==> src/rtl/keypad_if.sv <==
// ---------------------------------------------------------------------------
// keypad_if
//   Signal bundle between the 4x4 keypad scanner and the keypad matrix /
//   display consumer.
//   row_in    : keypad rows, active low, asynchronous to the scanner clock
//   col_out   : keypad column drive, active low, one-hot-zero
//   key_code  : code of the last accepted key (row*4 + col)
//   key_valid : one-cycle pulse when a press is accepted
//   key_down  : high from accepted press until accepted release
//   Modports: master = scanner side, slave = keypad / consumer side.
// ---------------------------------------------------------------------------
interface keypad_if;
   logic [3:0] row_in;
   logic [3:0] col_out;
   logic [3:0] key_code;
   logic       key_valid;
   logic       key_down;

   modport master (
      input  row_in,
      output col_out,
      output key_code,
      output key_valid,
      output key_down
   );

   modport slave (
      output row_in,
      input  col_out,
      input  key_code,
      input  key_valid,
      input  key_down
   );
endinterface

==> src/rtl/keypad_scan.sv <==
// ---------------------------------------------------------------------------
// keypad_scan
//   4x4 matrix keypad scanner. Drives one column low at a time, samples the
//   rows through a 2-flop synchroniser, debounces press and release, and
//   reports the hex code of the pressed key for the 7-segment display path.
//
//   Parameters
//     SCAN_DIV          clk cycles per column step (>= 4)
//     DEBOUNCE_SAMPLES  consecutive agreeing sample ticks to accept a
//                       press or a release (>= 1)
//   Ports
//     clk  : system clock, rising edge
//     rst  : synchronous, active-high reset
//     kp   : keypad_if.master (row_in in; col_out, key_code, key_valid,
//            key_down out; all outputs registered)
// ---------------------------------------------------------------------------
module keypad_scan #(
   parameter int SCAN_DIV         = 50000,
   parameter int DEBOUNCE_SAMPLES = 16
) (
   input  logic     clk,
   input  logic     rst,
   keypad_if.master kp
);

   localparam int DIV_W = $clog2(SCAN_DIV);
   localparam int DEB_W = $clog2(DEBOUNCE_SAMPLES + 1);

   localparam logic [DIV_W-1:0] DIV_LAST = DIV_W'(SCAN_DIV - 1);
   localparam logic [DEB_W-1:0] DEB_DONE = DEB_W'(DEBOUNCE_SAMPLES);
   localparam logic [DEB_W-1:0] DEB_ONE  = DEB_W'(1);

   typedef enum logic [1:0] {
      SCAN     = 2'd0,
      DEBOUNCE = 2'd1,
      HELD     = 2'd2
   } state_t;

   // ------------------------------------------------------------------
   // Registers and their next-state values
   // ------------------------------------------------------------------
   logic [3:0]       sync1;
   logic [3:0]       rs;
   logic [DIV_W-1:0] div_cnt;
   logic             tick;

   state_t           state,       state_nx;
   logic [1:0]       col_idx,     col_idx_nx;
   logic [DEB_W-1:0] deb_cnt,     deb_cnt_nx;
   logic [3:0]       cand,        cand_nx;
   logic [3:0]       pat,         pat_nx;
   logic [3:0]       col_out_q;
   logic [3:0]       key_code_q,  key_code_nx;
   logic             key_valid_q, key_valid_nx;
   logic             key_down_q,  key_down_nx;

   logic             single;
   logic [1:0]       row_sel;
   logic [DEB_W-1:0] deb_inc;

   // ------------------------------------------------------------------
   // Row synchroniser and column-step divider
   // ------------------------------------------------------------------
   // NOTE: sequential state uses non-blocking assignments so every flop
   // samples pre-edge values, regardless of statement order.
   always_ff @(posedge clk) begin
      if (rst) begin
         sync1   <= 4'hF;
         rs      <= 4'hF;
         div_cnt <= '0;
      end else begin
         sync1   <= kp.row_in;
         rs      <= sync1;
         div_cnt <= (div_cnt == DIV_LAST) ? '0 : div_cnt + DIV_W'(1);
      end
   end

   assign tick = (div_cnt == DIV_LAST);

   // Exactly one row low -> a candidate key in the driven column.
   always_comb begin
      single  = 1'b1;
      row_sel = 2'd0;
      case (rs)
         4'b1110: row_sel = 2'd0;
         4'b1101: row_sel = 2'd1;
         4'b1011: row_sel = 2'd2;
         4'b0111: row_sel = 2'd3;
         default: single  = 1'b0;
      endcase
   end

   // ------------------------------------------------------------------
   // FSM state register
   // ------------------------------------------------------------------
   // NOTE: only control/datapath registers are reset; there is no memory
   // array here, so every flop gets a defined reset value.
   always_ff @(posedge clk) begin
      if (rst) begin
         state       <= SCAN;
         col_idx     <= 2'd0;
         deb_cnt     <= '0;
         cand        <= 4'h0;
         pat         <= 4'hF;
         col_out_q   <= 4'b1110;
         key_code_q  <= 4'h0;
         key_valid_q <= 1'b0;
         key_down_q  <= 1'b0;
      end else begin
         state       <= state_nx;
         col_idx     <= col_idx_nx;
         deb_cnt     <= deb_cnt_nx;
         cand        <= cand_nx;
         pat         <= pat_nx;
         // Column drive is decoded from the next index so col_out is a flop.
         col_out_q   <= ~(4'b0001 << col_idx_nx);
         key_code_q  <= key_code_nx;
         key_valid_q <= key_valid_nx;
         key_down_q  <= key_down_nx;
      end
   end

   // ------------------------------------------------------------------
   // FSM next-state and output logic
   // ------------------------------------------------------------------
   always_comb begin
      // NOTE: every variable written here gets a default first, so no
      // path through the case/if tree can infer a latch.
      state_nx     = state;
      col_idx_nx   = col_idx;
      deb_cnt_nx   = deb_cnt;
      cand_nx      = cand;
      pat_nx       = pat;
      key_code_nx  = key_code_q;
      key_valid_nx = 1'b0;         // pulse is always exactly one clk wide
      key_down_nx  = key_down_q;
      deb_inc      = deb_cnt + DEB_ONE;

      if (tick) begin
         case (state)
            SCAN: begin
               if (single) begin
                  cand_nx = {row_sel, col_idx};
                  pat_nx  = rs;
                  if (DEB_DONE == DEB_ONE) begin
                     // One agreeing sample is enough: accept immediately.
                     key_code_nx  = {row_sel, col_idx};
                     key_valid_nx = 1'b1;
                     key_down_nx  = 1'b1;
                     deb_cnt_nx   = '0;
                     state_nx     = HELD;
                  end else begin
                     deb_cnt_nx = DEB_ONE;
                     state_nx   = DEBOUNCE;
                  end
               end else begin
                  col_idx_nx = col_idx + 2'd1;
               end
            end

            DEBOUNCE: begin
               if (rs == pat) begin
                  if (deb_inc == DEB_DONE) begin
                     key_code_nx  = cand;
                     key_valid_nx = 1'b1;
                     key_down_nx  = 1'b1;
                     deb_cnt_nx   = '0;
                     state_nx     = HELD;
                  end else begin
                     deb_cnt_nx = deb_inc;
                  end
               end else begin
                  // Bounce or glitch: abandon the candidate silently.
                  deb_cnt_nx = '0;
                  col_idx_nx = col_idx + 2'd1;
                  state_nx   = SCAN;
               end
            end

            HELD: begin
               // Release needs all rows high; any low row (bounce or a
               // second key) restarts the release count.
               if (rs == 4'hF) begin
                  if (deb_inc == DEB_DONE) begin
                     key_down_nx = 1'b0;
                     deb_cnt_nx  = '0;
                     col_idx_nx  = col_idx + 2'd1;
                     state_nx    = SCAN;
                  end else begin
                     deb_cnt_nx = deb_inc;
                  end
               end else begin
                  deb_cnt_nx = '0;
               end
            end

            default: begin
               deb_cnt_nx = '0;
               state_nx   = SCAN;
            end
         endcase
      end
   end

   assign kp.col_out   = col_out_q;
   assign kp.key_code  = key_code_q;
   assign kp.key_valid = key_valid_q;
   assign kp.key_down  = key_down_q;

endmodule

==> src/flat_wrapper.sv <==
// flat-port wrapper written by rule: the top's interface ports become plain ports
module keypad_scan_flat 
#(
   parameter int SCAN_DIV         = 50000,
   parameter int DEBOUNCE_SAMPLES = 16
)
  (clk, rst, kp_row_in, kp_col_out, kp_key_code, kp_key_valid, kp_key_down);
  keypad_if kp_i ();
  input  logic clk;
  input  logic rst;
  input wire logic [$bits(kp_i.row_in)-1:0] kp_row_in;
  output wire logic [$bits(kp_i.col_out)-1:0] kp_col_out;
  output wire logic [$bits(kp_i.key_code)-1:0] kp_key_code;
  output wire logic [$bits(kp_i.key_valid)-1:0] kp_key_valid;
  output wire logic [$bits(kp_i.key_down)-1:0] kp_key_down;
  assign kp_i.row_in = kp_row_in;
  assign kp_col_out = kp_i.col_out;
  assign kp_key_code = kp_i.key_code;
  assign kp_key_valid = kp_i.key_valid;
  assign kp_key_down = kp_i.key_down;
  keypad_scan #(.SCAN_DIV(SCAN_DIV), .DEBOUNCE_SAMPLES(DEBOUNCE_SAMPLES)) u_core (.clk(clk), .rst(rst), .kp(kp_i));
endmodule
==> config.mk <==
export PLATFORM = sky130hd
export DESIGN_NAME = keypad_scan_flat
export DESIGN_NICKNAME = d
export VERILOG_FILES = /design/src/rtl/keypad_if.sv /design/src/rtl/keypad_scan.sv /design/src/flat_wrapper.sv
export SDC_FILE = /design/constraint.sdc
export NUM_CORES = 1
export LEC_CHECK = 0
export ABC_AREA = 1
export CAP_MARGIN = 0
export CORE_ASPECT_RATIO = 1.4
export CORE_UTILIZATION = 45
export DETAILED_ROUTE_END_ITERATION = 8
export GPL_TIMING_DRIVEN = 0
export PLACE_DENSITY = 0.71
export SKIP_LAST_GASP = 1
export SYNTH_ARGS = -nofsm -noshare
export SYNTH_HDL_FRONTEND = slang
export SYNTH_SLANG_ARGS = --single-unit
==> constraint.sdc <==
create_clock -name clk -period 1.49 [get_ports clk]
set_clock_uncertainty 0.05 [all_clocks]
set_input_delay 0.298 -clock clk [delete_from_list [all_inputs] [get_ports clk]]
set_output_delay 0.298 -clock clk [all_outputs]
set_load 0.02 [all_outputs]
==> results of run 1 <==
==> layout make-up <==
class,count,area (sq um)
Clock buffer,6,82.58
Fill cell,475,2011
Inverter,38,145.1
Clock inverter,2,16.27
Multi-Input combinational cell,235,1473
Buffer,4,27.53
Timing Repair Buffer,36,317.8
Sequential cell,51,1042
Tap cell,66,82.58
==> worst register-to-register path: cells and delay by family, from the launching register on <==
family,cells,cell delay [ns]
AOI/OAI and AO/OA,1,0.16
and+or+nand+nor,6,0.82
adders and majority gates,1,0.15
DFF,1,0.36
==> cells by family after synthesis <==
family	after synthesis
AOI/OAI and AO/OA	44
xor gates and xnor gates	5
adders and majority gates	6
buffers and inverters	42
DFF	51
and+or+nand+nor	179
==> timing repair <==
| item | 4_1_cts | 5_1_grt |
|---|---|---|
| gates cloned | 1 | 1 |
| endpoints found under the setup margin | 53 | 43 |
| gates resized for setup | 42 | 42 |
| buffers inserted | 15 | 6 |
| pin swaps | 20 | 18 |
==> cell usage after synthesis (all sizes together) <==
cell    number  area [sq um]
nand2       80         310.3
dfxtp       51          1021
nor2        47         239.0
inv         37         138.9
a21oi       22         113.9
nand3       18         130.1
o21ai       17         85.08
or2         11         68.82
nor3         9         50.05
nand4        8         62.56
ha           6         75.07
nand3b       3         22.52
xnor2        3         26.28
a31oi        2         12.51
buf          2         12.51
clkbuf       2         7.510
nor3b        2         20.02
xor2         2         17.52
a211oi       1         7.510
clkinv       1         3.750
nor4         1         6.260
o21a         1         7.510
o21bai       1         7.510
==> sequential cells by signal (all words and copies together), names as in the netlist <==
name                 flops
u_core.div_cnt          16
u_core.deb_cnt           5
u_core.cand              4
u_core.kp.col_out        4
u_core.kp.key_code       4
u_core.pat               4
u_core.rs                4
u_core.sync1             4
u_core.col_idx           2
u_core.state             2
u_core.kp.key_down       1
u_core.kp.key_valid      1
==> power by group <==
group / switching (mW) / internal (mW) / leakage, nW
combinational: 0.0899 / 0.0695 / 0.823
sequential: 0.0128 / 1.38 / 0.418
clock: 0.472 / 0.380 / 0.0474
total: 0.574 / 1.83 / 1.29
==> routing by layer <==
layer	share of wire (%)	vias to the layer above	wire (um)	GRT usage, %
met5	0	-	0	0
met4	2.8	0	154	11.11
li1	-	1135	-	-
met1	39	1038	2127	18.92
met2	56	35	3031	37.80
met3	2.1	16	112	3.444
==> metrics by stage <==
| step | instance area [sq um] | setup WS [ns] | setup TNS, ns | total power, mW |
|---|---|---|---|---|
| floorplan | 2477 | -0.005519 | -0.005519 | 1.506 |
| global placement | 2700 | -0.2472 | -6.091 | 1.536 |
| detailed placement | 2700 | -0.2753 | -7.090 | 1.540 |
| CTS | 2992 | -0.1307 | -2.862 | 2.395 |
| global route | 3187 | -0.2660 | -7.084 | 2.511 |
| finish | 3187 | -0.1598 | -3.466 | 2.402 |
==> how the worst max path moves through the flow <==
stage                                                 end  slack, ns  depth (start not counted)
after floorplan              u_core.state[0]$_SDFFE_PP0P_     -0.006                          8
after global routing      u_core.kp.key_down$_SDFFE_PP0P_      -0.27                         10
final                        u_core.state[1]$_SDFFE_PP0P_      -0.16                          8
after detailed placement  u_core.kp.col_out[2]$_SDFF_PP1_      -0.28                         10
after global placement    u_core.kp.col_out[1]$_SDFF_PP1_      -0.25                         10
after CTS                 u_core.kp.col_out[1]$_SDFF_PP1_      -0.13                          8
==> flow_summary_export.csv, run 1 <==
group,metric,value,unit
global_routing,grt_pass1_wl,8562,um
clocking,cts_buffers,5,
sta,tightest_slew,0.5324,ns
outcome,violations,"setup timing",
finish,final_cell_mix,"nand2_1, dfxtp_1, inv_1",
global_routing,antenna_found_initial,0,
critical_path,startpoint_type,"flip-flop",
place,place.gp.congestion,0.8264,
critical_path,crit_family,"simple AND/OR/NAND/NOR gates",
floorplan,coreArea,0.005197,sq mm
critical_path,reg2regPathDepth,8,
yosys,yosys.area_share.adder,3.069,%
yosys,synth_xor_area_share,1.790,%
critical_path,crit_fanout,4,
sta,holdWs,0.3646,ns
finish,final_common_cell,"nand2_1",
yosys,muxShareOfSynthArea,0,%
clocking,cts_root_buf,"clkbuf_8",
sta,rsz0062_at_grt,"yes",
route,drc_errors,0,
yosys,syn_inst,327,
critical_path,end_kind,"flip-flop",
critical_path,crit_chain,"ha_4 > nand3_4 > nor2_4 > nand4_1 > nor2_2 > nand3_2 > o21ai_1 > nor2_1",
route,drt-initial-drc-count,102,
floorplan,num_rows,31,
min_path,worstHoldStart,"u_core.sync1[1]$_SDFF_PP1_",
yosys,synth-simple-area-share,37.19,%
floorplan,die_h,89.24,um
min_path,min_to,"u_core.rs[1]$_SDFF_PP1_",
route,viasPerCell,5.078,
yosys,synth_warnings,0,
global_routing,grt_max_degree,17,
pwr,p_leak,1.289,nW
finish,fin_util,61.31,%
route,detail-route-antenna-nets,0,
finish,nNetsFinal,383,
critical_path,critPathLaunch,"u_core.div_cnt[1]$_SDFF_PP0_",
sta,final.setup.worst_slack,-0.1598,ns
yosys,synth_nets,339,
finish,fin_cells,438,
critical_path,critPathRequiredTime,1.64,ns
critical_path,cp_num_buf_inv,0,
yosys,synth-compound-area-share,9.565,%
critical_path,rr_startpoint,"u_core.div_cnt[1]$_SDFF_PP0_",
clocking,cts_hold_buf,0,
clocking,tritoncts,"done",
yosys,syn_avg_cell_area,7.480,sq um
global_routing,grt_usage,19.35,%
pwr,p_per_area,753.8,mW/mm^2
min_path,hp-class,"reg2reg",
floorplan,fp.dieW,64.31,um
sta,max-slew-margin-rel,64.50,%
global_routing,grt_pass1_vias,2011,
yosys,synth_cell_types,36,
clocking,clock_latency,0.30,ns
sta,finalCritPeriodShare,110.7,%
clocking,cts_max_path_buffers,2,
critical_path,rrSetupSlack,-0.16,ns
outcome,status,"complete, but fails checks",
sta,finalSetupViolations,42,
finish,n_antenna_cell,0,
clocking,clkSinkCount,51,
finish,drive_gt1_share,32.26,%
pwr,ir_worst_vdd,0.0004887,V
yosys,syn-cell-area,0.002446,sq mm
critical_path,slowest_stage,"dfxtp_2",
floorplan,dieArea,0.005739,sq mm
route,vias,2224,
sta,finalHoldViolCount,0,
critical_path,critPathMaxStageDelay,0.36,ns
global_routing,grt_overflow,0,
min_path,hold-path-cell-count,1,
critical_path,path_class,"reg2reg",
clocking,htreeDepth,2,
sta,drv_slew,0,
yosys,ys_seq_area_share,41.74,%
floorplan,start_util,47.06,%
route,dr.pass1.iters,4,
yosys,synth_top_family_by_area,"simple AND/OR/NAND/NOR gates",
finish,synthToLayoutAreaGrowth,30.28,%
place,dp_cells,407,
route,drt_wl_total,5425,um
run,cap_violations,0,
place,place.port_buffers,14,
clocking,clk_pin_slew_worst_paths,0.09,ns
route,wire_per_inst,12.39,um
place,dpl.hpwl,3610,um
sta,period_needed,1.650,ns
critical_path,arrival,1.80,ns
sta,fmax,0.6061,GHz
critical_path,r2r-end,"u_core.state[1]$_SDFFE_PP0P_",
yosys,synth-seq-cells,51,
floorplan,ioPinCount,16,
Note: power is estimated with default switching activity, not from simulation.
==> run 2, diff against run 1 <==
--- a/config.mk
+++ b/config.mk
@@ -7,7 +7,7 @@
 export LEC_CHECK = 0
 export ABC_AREA = 1
 export CAP_MARGIN = 0
-export CORE_ASPECT_RATIO = 1.4
+export CORE_ASPECT_RATIO = 0.6
 export CORE_UTILIZATION = 45
 export DETAILED_ROUTE_END_ITERATION = 8
 export GPL_TIMING_DRIVEN = 0
==> run 2 against run 1 <==
  * The run still ends with setup timing left
  * Hold slack lost 0.0014 ns
  * Utilization up 1.6 points
  * Flip-flop and latch count unchanged
  * First-iteration DRC count grew 57%
  * Combinational power rose by 4%
  * Critical path depth is 3 higher
  * Clock power up 2.8%
  * Sequential power barely moved
  * Register-to-register slack got worse by 0.08 ns
  * Global-route usage rose by 0.29 points
  * Cell count decreased by 0.23%
  * Sequential share of layout area is 0.59 points lower
  * Largest cell class unchanged
==> flow_summary_export.csv, run 2 (synthesis gave the netlist of run 1 again) <==
group,metric,value,unit
clocking,clock_latency,0.30,ns
clocking,clk_pin_slew_worst_paths,0.10,ns
floorplan,ioPinCount,16,
finish,n_antenna_cell,0,
finish,fillCellCount,430,
floorplan,dieArea,0.005744,sq mm
place,place.gp.congestion,0.8216,
route,dr.pass1.iters,4,
pwr,finalPower,2.434,mW
sta,finalHoldViolCount,0,
critical_path,critPathMaxStageDelay,0.37,ns
sta,period_needed,1.730,ns
min_path,hp-class,"reg2reg",
critical_path,crit_top_cell,"nand2_1",
global_routing,grt_max_degree,16,
critical_path,arrival,1.87,ns
finish,final_common_cell,"nand2_1",
global_routing,grt_usage,19.64,%
global_routing,antenna_found_initial,0,
pwr,ir_worst_vdd,0.0003678,V
run,cap_violations,0,
route,top_layer_used,"met4",
place,place.port_buffers,14,
critical_path,slowest_stage,"dfxtp_2",
critical_path,end_kind,"flip-flop",
finish,top_regs,"u_core.div_cnt x16, u_core.deb_cnt x5",
route,drc_errors,0,
critical_path,crit_family,"simple AND/OR/NAND/NOR gates",
route,detail-route-antenna-nets,0,
route,viasPerCell,4.922,
critical_path,cp_num_buf_inv,2,
critical_path,critPathRequiredTime,1.62,ns
finish,drive_gt1_share,33.42,%
outcome,status,"complete, but fails checks",
route,vias,2151,
floorplan,die_h,59.11,um
global_routing,grt_overflow,0,
route,wire_per_inst,12.57,um
route,route.met3.wl,236,um
place,dpl.hpwl,3667,um
sta,finalSetupViolations,42,
clocking,clkSinkCount,51,
clocking,cts_root_buf,"clkbuf_8",
route,m1WireLength,2907,um
sta,max-slew-margin-rel,55.26,%
route,drt-initial-drc-count,160,
clocking,cts_buffers,5,
global_routing,grt_pass1_vias,1738,
pwr,p_leak,1.308,nW
sta,fmax,0.5779,GHz
finish,synthToLayoutAreaGrowth,32.69,%
finish,final_cell_mix,"nand2_1, dfxtp_1, inv_1",
floorplan,num_rows,20,
outcome,violations,"setup timing",
route,drt_wl_total,5492,um
critical_path,startpoint_type,"flip-flop",
sta,drv_slew,0,
sta,finalCritPeriodShare,116.1,%
finish,top_register,"u_core.div_cnt",
floorplan,fp.dieW,97.18,um
finish,largest_reg_flops,16,
sta,tightest_slew,0.6711,ns
critical_path,crit_fanout,4,
clocking,cts_max_path_buffers,2,
global_routing,grt_pass1_wl,8611,um
critical_path,path_class,"reg2reg",
route,wl_met2,2311,um
pwr,p_per_area,750.0,mW/mm^2
sta,rsz0062_at_grt,"yes",
sta,final.setup.worst_slack,-0.2405,ns
finish,nNetsFinal,382,
clocking,tritoncts,"done",
floorplan,coreArea,0.005155,sq mm
clocking,htreeDepth,2,
floorplan,start_util,47.45,%
sta,setup_tns,-5.745,ns
critical_path,crit_chain,"ha_4 > nand3_4 > nor2_4 > buf_12 > nand4_4 > nor2_1 > nand2_1 > nand2_1 > nand2_2 > inv_1 > nand3_1",
[run 2: changes by cell type in the layout (fill, tap and decap cells not counted), moves of 3 or more]
cell,change
a21oi_1,-6
nor2_1,-3
dfxtp_2,-3
a21oi_2,+6
buf_6,+5
buf_4,-7
[run 2: cell type report]
type	count	area, sq um	area share, %
clock buffer	7	96.34	2.968
inverter	38	145.1	4.472
clock inverter	1	7.507	0.2313
tap	66	82.58	2.544
sequential	51	1042	32.11
buffer	4	27.53	0.8481
multi-input combinational	234	1493	45.99
timing repair buffer	36	351.6	10.83
[run 2: what timing repair did]
item	4_1_cts	5_1_grt
gates cloned	1	0
endpoints found under the setup margin	53	43
resized for setup	59	41
buffers inserted	19	5
hold buffers	0	0
pin swaps	22	13
[run 2: worst paths after layout]
check	from	to	slack (ns)	depth (start not counted)
min reg2reg	u_core.sync1[2]$_SDFF_PP1_	u_core.rs[2]$_SDFF_PP1_	0.36	1
max reg2reg	u_core.div_cnt[1]$_SDFF_PP0_	u_core.kp.col_out[2]$_SDFF_PP1_	-0.24	11
min	u_core.sync1[2]$_SDFF_PP1_	u_core.rs[2]$_SDFF_PP1_	0.36	1
max	u_core.div_cnt[1]$_SDFF_PP0_	u_core.kp.col_out[2]$_SDFF_PP1_	-0.24	11
[run 2: per-layer routing]
metal	track usage, %	vias to the layer above
met3	5.307	4
met1	29.01	968
li1	-	1136
met5	0	-
met2	28.17	43
met4	5.117	0
[run 2: where the power goes]
group / switching, mW / total, mW / internal [mW]
logic: 0.0927 / 0.166 / 0.0732
clock network: 0.453 / 0.876 / 0.423
registers: 0.0147 / 1.39 / 1.38
[run 2: per-stage QoR]
stage	cells	setup WS (ns)	utilization (%)	hold WS, ns	area, sq um
after floorplan	327	-0.005519	-	0.3395	2477
after global placement	407	-0.2751	52.38	0.3413	2700
after detailed placement	407	-0.2967	52.38	0.3428	2700
after CTS	435	-0.1448	60.87	0.3643	3138
after global routing	437	-0.3648	62.96	0.3755	3246
final	437	-0.2405	62.96	0.3632	3246
